File: config.mk
export PLATFORM = sky130hd
export DESIGN_NAME = regfile_reader
export DESIGN_NICKNAME = d
export VERILOG_FILES = /design/src/rtl/regfile_reader.sv
export SDC_FILE = /design/constraint.sdc
export NUM_CORES = 2
export LEC_CHECK = 0
export ABC_CLOCK_PERIOD_IN_PS = 5070
export CAP_MARGIN = 20
export CORE_ASPECT_RATIO = 1.2
export CORE_MARGIN = 2
export CORE_UTILIZATION = 50
export CTS_BUF_LIST = sky130_fd_sc_hd__clkbuf_8 sky130_fd_sc_hd__clkbuf_16
export DETAILED_ROUTE_END_ITERATION = 16
export PLACE_DENSITY = 0.68
export SLEW_MARGIN = 40
export SYNTH_ARGS = -nofsm -noshare
export SYNTH_HDL_FRONTEND = slang
export SYNTH_SLANG_ARGS = --single-unit
File: constraint.sdc
create_clock -name clk -period 5.07 [get_ports clk]
set_input_delay 0.7605 -clock clk [delete_from_list [all_inputs] [get_ports clk]]
set_output_delay 0.7605 -clock clk [all_outputs]
set_load 0.02 [all_outputs]
File: src/rtl/regfile_reader.sv
// rtl/regfile_reader.sv - two-read/one-write register file with x0 = 0 and a pending-write scoreboard
// Reads are registered with a valid pulse; a same-cycle write to the read address is forwarded.
module regfile_reader #(
  parameter int WIDTH  = 32,
  parameter int DEPTH  = 32,
  parameter int ADDR_W = 5
) (
  input  logic              clk,
  input  logic              rst,
  input  logic              we,
  input  logic [ADDR_W-1:0] wa,
  input  logic [WIDTH-1:0]  wd,
  input  logic              re1,
  input  logic [ADDR_W-1:0] ra1,
  output logic [WIDTH-1:0]  rd1,
  output logic              rv1,
  input  logic              re2,
  input  logic [ADDR_W-1:0] ra2,
  output logic [WIDTH-1:0]  rd2,
  output logic              rv2,
  input  logic              iss_en,
  input  logic [ADDR_W-1:0] iss_rd,
  output logic              busy1,
  output logic              busy2
);

  logic [WIDTH-1:0] mem [DEPTH];
  logic [DEPTH-1:0] pending;
  logic [DEPTH-1:0] pending_next;
  logic [WIDTH-1:0] rd1_next;
  logic [WIDTH-1:0] rd2_next;
  logic             wr_ok;
  logic             iss_ok;
  logic             ra1_ok;
  logic             ra2_ok;

  // Entry 0 and addresses beyond DEPTH are never storage; they read as zero.
  function automatic logic addr_ok(input logic [ADDR_W-1:0] a);
    return (a != '0) && (int'(a) < DEPTH);
  endfunction

  always_comb begin
    wr_ok  = we && addr_ok(wa);
    iss_ok = iss_en && addr_ok(iss_rd);
    ra1_ok = addr_ok(ra1);
    ra2_ok = addr_ok(ra2);
  end

  // Write-first forwarding so decode sees the value retiring this cycle.
  always_comb begin
    rd1_next = '0;
    rd2_next = '0;
    if (ra1_ok) begin
      if (wr_ok && (wa == ra1)) rd1_next = wd;
      else                      rd1_next = mem[ra1];
    end
    if (ra2_ok) begin
      if (wr_ok && (wa == ra2)) rd2_next = wd;
      else                      rd2_next = mem[ra2];
    end
  end

  // Clear on writeback first, then set on issue, so a new producer stays outstanding.
  always_comb begin
    pending_next = pending;
    if (wr_ok)  pending_next[wa] = 1'b0;
    if (iss_ok) pending_next[iss_rd] = 1'b1;
  end

  always_ff @(posedge clk) begin
    if (rst) begin
      for (int i = 0; i < DEPTH; i++) begin
        mem[i] <= '0;
      end
      rd1     <= '0;
      rd2     <= '0;
      rv1     <= 1'b0;
      rv2     <= 1'b0;
      pending <= '0;
    end else begin
      if (wr_ok) mem[wa] <= wd;
      rv1 <= re1;
      rv2 <= re2;
      if (re1) rd1 <= rd1_next;
      if (re2) rd2 <= rd2_next;
      pending <= pending_next;
    end
  end

  always_comb begin
    busy1 = ra1_ok ? pending[ra1] : 1'b0;
    busy2 = ra2_ok ? pending[ra2] : 1'b0;
  end

endmodule

Word-level counts from Yosys, hierarchy flattened
Memory sizes are Yosys's and may differ from the RTL's.
Index checks and enable logic that the tools add are counted.
Widths: inputs -> output; s select.

word-level totals
  RAM bits = 1,024
  input port bits = 58
  register bits = 98
  logic and storage cells = 52
  memories kept = 1
  output and inout port bits = 68

operators by class
  bitwise logic cells = 3
  equality and inequality tests = 2
  reduce and logical (&&, ||, !) cells = 11
  order comparisons = 6
  mux-type cells = 24

memory list
  memory  depth  width  rd ports  clocked after memory_dff  wr ports  line  source
  mem     32     32     2         0                         32        27    logic [WIDTH-1:0] mem [DEPTH];

operators by type and width
  cell                count
  $mux 32             7
  $and 32x32->32      1
  $not 32->32         1
  $or 32x32->32       1
  $reduce_or 32->1    1
  $lt 5x6->1 const B  4
  $reduce_bool 5->1   4
  $mux 1              12
  $bmux 1 s5          2
  $demux 1 s5         2
  $eq 5x5->1          2
  $ge 5x1->1 const B  2
  $logic_and 1x1->1   6
  $mux 5              1

Longest topological paths before layout
  word-level depth = 9
  gate-level depth with buffers = 10
  mapped depth without buffers = 5

Worst setup path after synthesis
Ideal clock, no wire load.

  path type = input to register
  start = in wa[4]
  end = mem mem[21][0] (enable)
  cell stages on the path = 5
  data required time = 4,640 ps
  setup slack = 1,709 ps
  data arrival time = 2,931 ps
  library setup time = 430 ps
  cells stage by stage = clkbuf_1 -> nand2_1 -> nor2_1 -> nand2_1 -> o21bai_1

RTL lines
  element          line  source
  start, declared  11    input logic [ADDR_W-1:0] wa,
  end, declared    27

Worst setup path after layout
  start = in ra1[3]
  end = out busy1

between the ends
  cells in the longest elaborated chain, start to end = 3
  elaborated cells on any way between the ends = 4
  classes of those cells = mux (3); reduce/logical (1)

ends and longest elaborated chain
  element                       line  source
  start, declared               14    input logic [ADDR_W-1:0] ra1,
  $bmux 1 s5                    91    busy1 = ra1_ok ? pending[ra1] : 1'b0;
  $mux 1 (not written as such)  91
  $mux 1 (*)                    91
  end, declared                 23    output logic busy1,

Every way passes the cells marked *; elsewhere a longest branch is shown, timed or not. The select of a mux whose other input is x is not followed.

==> flow_summary.toml <==
[outcome]
status = "complete, no violations"

[synthesis]
yosys_warnings = 0
synthMuxAreaShare = 0.223
async_flop_share = 0
synth-xor-area-share = 0.00149
synth_compound_area_frac = 0.0501
synth_adder_area_share = 0
synthFlopType = "edfxtp_1"
ys_types = 59
synth-edff-count = 1024
yosys.area_share.simple = 0.132
netlist_instances = 3981
synth_top_family_by_area = "multiplexers"
synth_seq_cells = 1122
ys_seq_area_frac = 0.557
syn_avg_cell_area_sq_um = 14.7
netlist_area_sq_um = 58700

[critical_path]
crit_path_cell_trace = "clkdlybuf4s50_1 > inv_1 > mux4_2 > o21ai_0 > o21ai_0 > clkdlybuf4s50_1"
start_kind = "input port"
r2r_start = "mem[23][22]"
cp_data_required_time_ns = 4.31
end_kind = "primary output"
slowest_stage = "clkdlybuf4s50_1"
rr_endpoint = "rd2[22]"
worstPathMaxFanout = 4
critPathLaunch = "ra1[3]"
critPathKind = "input port to primary output"
crit_arrival_ns = 3.13
critPathMaxStageDelay_ns = 0.74
worstRegToRegCells = 5
reg2reg_setup_slack_ns = 2.91

[clock_tree]
clk_latency_ns = 0.74
clk_pin_slew_worst_paths_ns = 0.06
ctsHoldBuffers = 0
cts_setup_buffers = 0
cts.sinks = 1122
cts_tree = "yes"
ctsHtreeMaxLevel = 3
root_buffer = "clkbuf_16"
cts_resized = 0
cts_buffer_depth = 3
cts-buffers-inserted = 112

[floorplan]
rows = 137
dieHeight_um = 379
die_w_um = 317
core_area_sq_um = 116000
die-area_sq_um = 120000
start_util = 0.504
ioPinCount = 126

[power]
leakagePower_nw = 22.5
pwr-share-clk = 0.388
p_per_area_nw_per_um2 = 338
seqPwrFrac = 0.493
comb_power_share = 0.119
p_int_mw = 16.7
swShare = 0.249
p_switching_mw = 5.52
ir_drop_v = 0.000327

[sta]
worst_slew_pin_slew_ns = 0.973
setup_viol_count_final = 0
slew_headroom = 0.346
tns_ns = 0
rsz0062_at_grt = "false"
hold_slack_ns = 0.477
max_freq_ghz = 0.257
report.final.slew_viol_count = 0
fin_skew_ns = 0.0302
hold_viol_final = 0
period_minus_slack_ns = 3.89
period_share = 0.767

[finish]
syn_to_final_growth_pct = 11.8
instances_no_fill = 5600
fin_nets = 4026
layout-drive-gt1-share = 0.237

[place]
io_buffers = 125
dp_hpwl_um = 121000
dpl.cell_count = 5378
place_congestion = 0.879

[job]
maxCapViolCount = 0

[global_routing]
grt_usage = 0.337
grt_max_degree = 92
grt_pass1_vias = 37700
grt_use_met1 = 0.436
gr-total-overflow = 0
met3_usage = 0.0806
grt_pass1_wl_um = 282000
antenna_found_initial = 19
busiest_layer = "met2"
gr-usage-met2 = 0.529

[route]
drc_errors = 0
post_drt_wl_per_cell_um = 35.9
totalWireLength_um = 201000
first_pass_iters = 6
drt-initial-drc-count = 5649
avgViaCountPerCell = 6.81
vias = 38200
drtAntennaViolNets = 0

[hold_path]
hold_path.class = "flop to flop"
whs_path_depth = 2
min_to = "rd2[2]"
min-delay-start = "rd2[2]"
[routing by layer]
layer / routed length [um] / vias up / share of wire
li1: - / 15300 / -
met4: 11300 / 2 / 0.056
met1: 69900 / 19600 / 0.35
met5: 7 / - / 0.000035
met2: 95200 / 2703 / 0.47
met3: 24500 / 589 / 0.12
[through the flow]
| step | cell area (sq um) | setup slack, ns | util | power, mW |
|---|---|---|---|---|
| floorplan | 58800 | 1.71 | - | 12.6 |
| global placement | 61800 | 1.05 | 0.531 | 13.7 |
| detailed placement | 61800 | 0.961 | 0.531 | 13.7 |
| CTS | 65500 | 1.17 | 0.563 | 22.2 |
| global route | 65600 | 1.11 | 0.564 | 22.7 |
| finish | 65600 | 1.18 | 0.564 | 22.2 |
[placed cells by master (no fill, tap or decap), drive strengths merged, types with 43 or more instances in the layout]
| cell | n |
|---|---|
| and2 | 1027 |
| edfxtp | 1024 |
| mux4 | 499 |
| buf | 178 |
| mux2i | 139 |
| clkbuf | 121 |
| o22ai | 107 |
| dfxtp | 98 |
| nand2 | 96 |
| clkdlybuf4s50 | 84 |
| o21ai | 82 |
| inv | 77 |
| a22oi | 48 |
| mux2 | 43 |
[cells in the mapped netlist, drive strengths merged, types with 3 or more instances]
cell,count,share of area
nand4b,3,0.00045
edfxtp,1024,0.52
xnor2,9,0.0013
and2,1027,0.11
a22oi,48,0.0061
dfxtp,98,0.033
a31oi,3,0.00032
nand3,14,0.0012
nor2,39,0.0027
mux4,499,0.19
nand2b,7,0.00075
or4,23,0.0029
buf,141,0.015
nand3b,5,0.00064
or3b,3,0.00045
a211oi,32,0.0041
nor3,9,0.00085
nor2b,10,0.0011
nor3b,8,0.0012
a21oi,17,0.0014
o2111ai,8,0.0012
o22ai,107,0.011
or3,6,0.00064
nor4,6,0.0010
o21bai,6,0.00077
o21ai,82,0.0070
a211o,32,0.0048
a21o,15,0.0019
inv,41,0.0026
a2bb2oi,8,0.0012
a31o,11,0.0016
nand4,17,0.0018
clkbuf,279,0.018
nand2,96,0.0061
mux2i,139,0.024
o211ai,32,0.0041
a32oi,21,0.0031
mux2,43,0.0082
[final cells by class]
type	count	area [sq um]
Timing Repair Buffer	262	2650
Clock inverter	91	801
Inverter	41	159
Sequential cell	1122	32700
Tap cell	1529	1910
Multi-Input combinational cell	2429	24500
Antenna cell	5	12.5
Fill cell	8973	50700
Clock buffer	121	2940
[logic make-up (layout without fill, tap and decap cells)]
logic type,after synthesis,after routing
AOI/OAI and AO/OA,429,429
DFF,1122,1122
buffers and inverters,461,515
and+or+nand+nor,1277,1277
xor gates and xnor gates,10,10
other,1,37
muxes,681,681
[sequential cells by signal, summed over array words and instances (netlist names)]
signal	cells
rv2	1
rv1	1
pending	32
rd2	32
mem	1024
rd1	32
[power by group through the flow]
stage | Combinational [mW] | Sequential [mW] | Clock, mW
floorplan | 1.60 | 11.0 | 0
global placement | 2.57 | 11.1 | 0
detailed placement | 2.58 | 11.1 | 0
CTS | 2.59 | 10.9 | 8.63
global route | 2.72 | 11.0 | 8.95
finish | 2.63 | 10.9 | 8.61
[how the worst max path moves through the flow]
stage | endpoint | depth (start not counted)
finish | busy1 | 6
global route | busy1 | 6
CTS | busy1 | 6
detailed placement | mem[14][3] | 7
global placement | mem[14][26] | 7
floorplan | mem[21][0] | 5
[critical path: cells and delay by family]
kind                   cells  cell delay [ns]
AO/OA/AOI/OAI              2             0.43
multiplexers               1             0.36
buffers and inverters      3             1.56
Note: power is estimated with default switching activity, not from simulation.
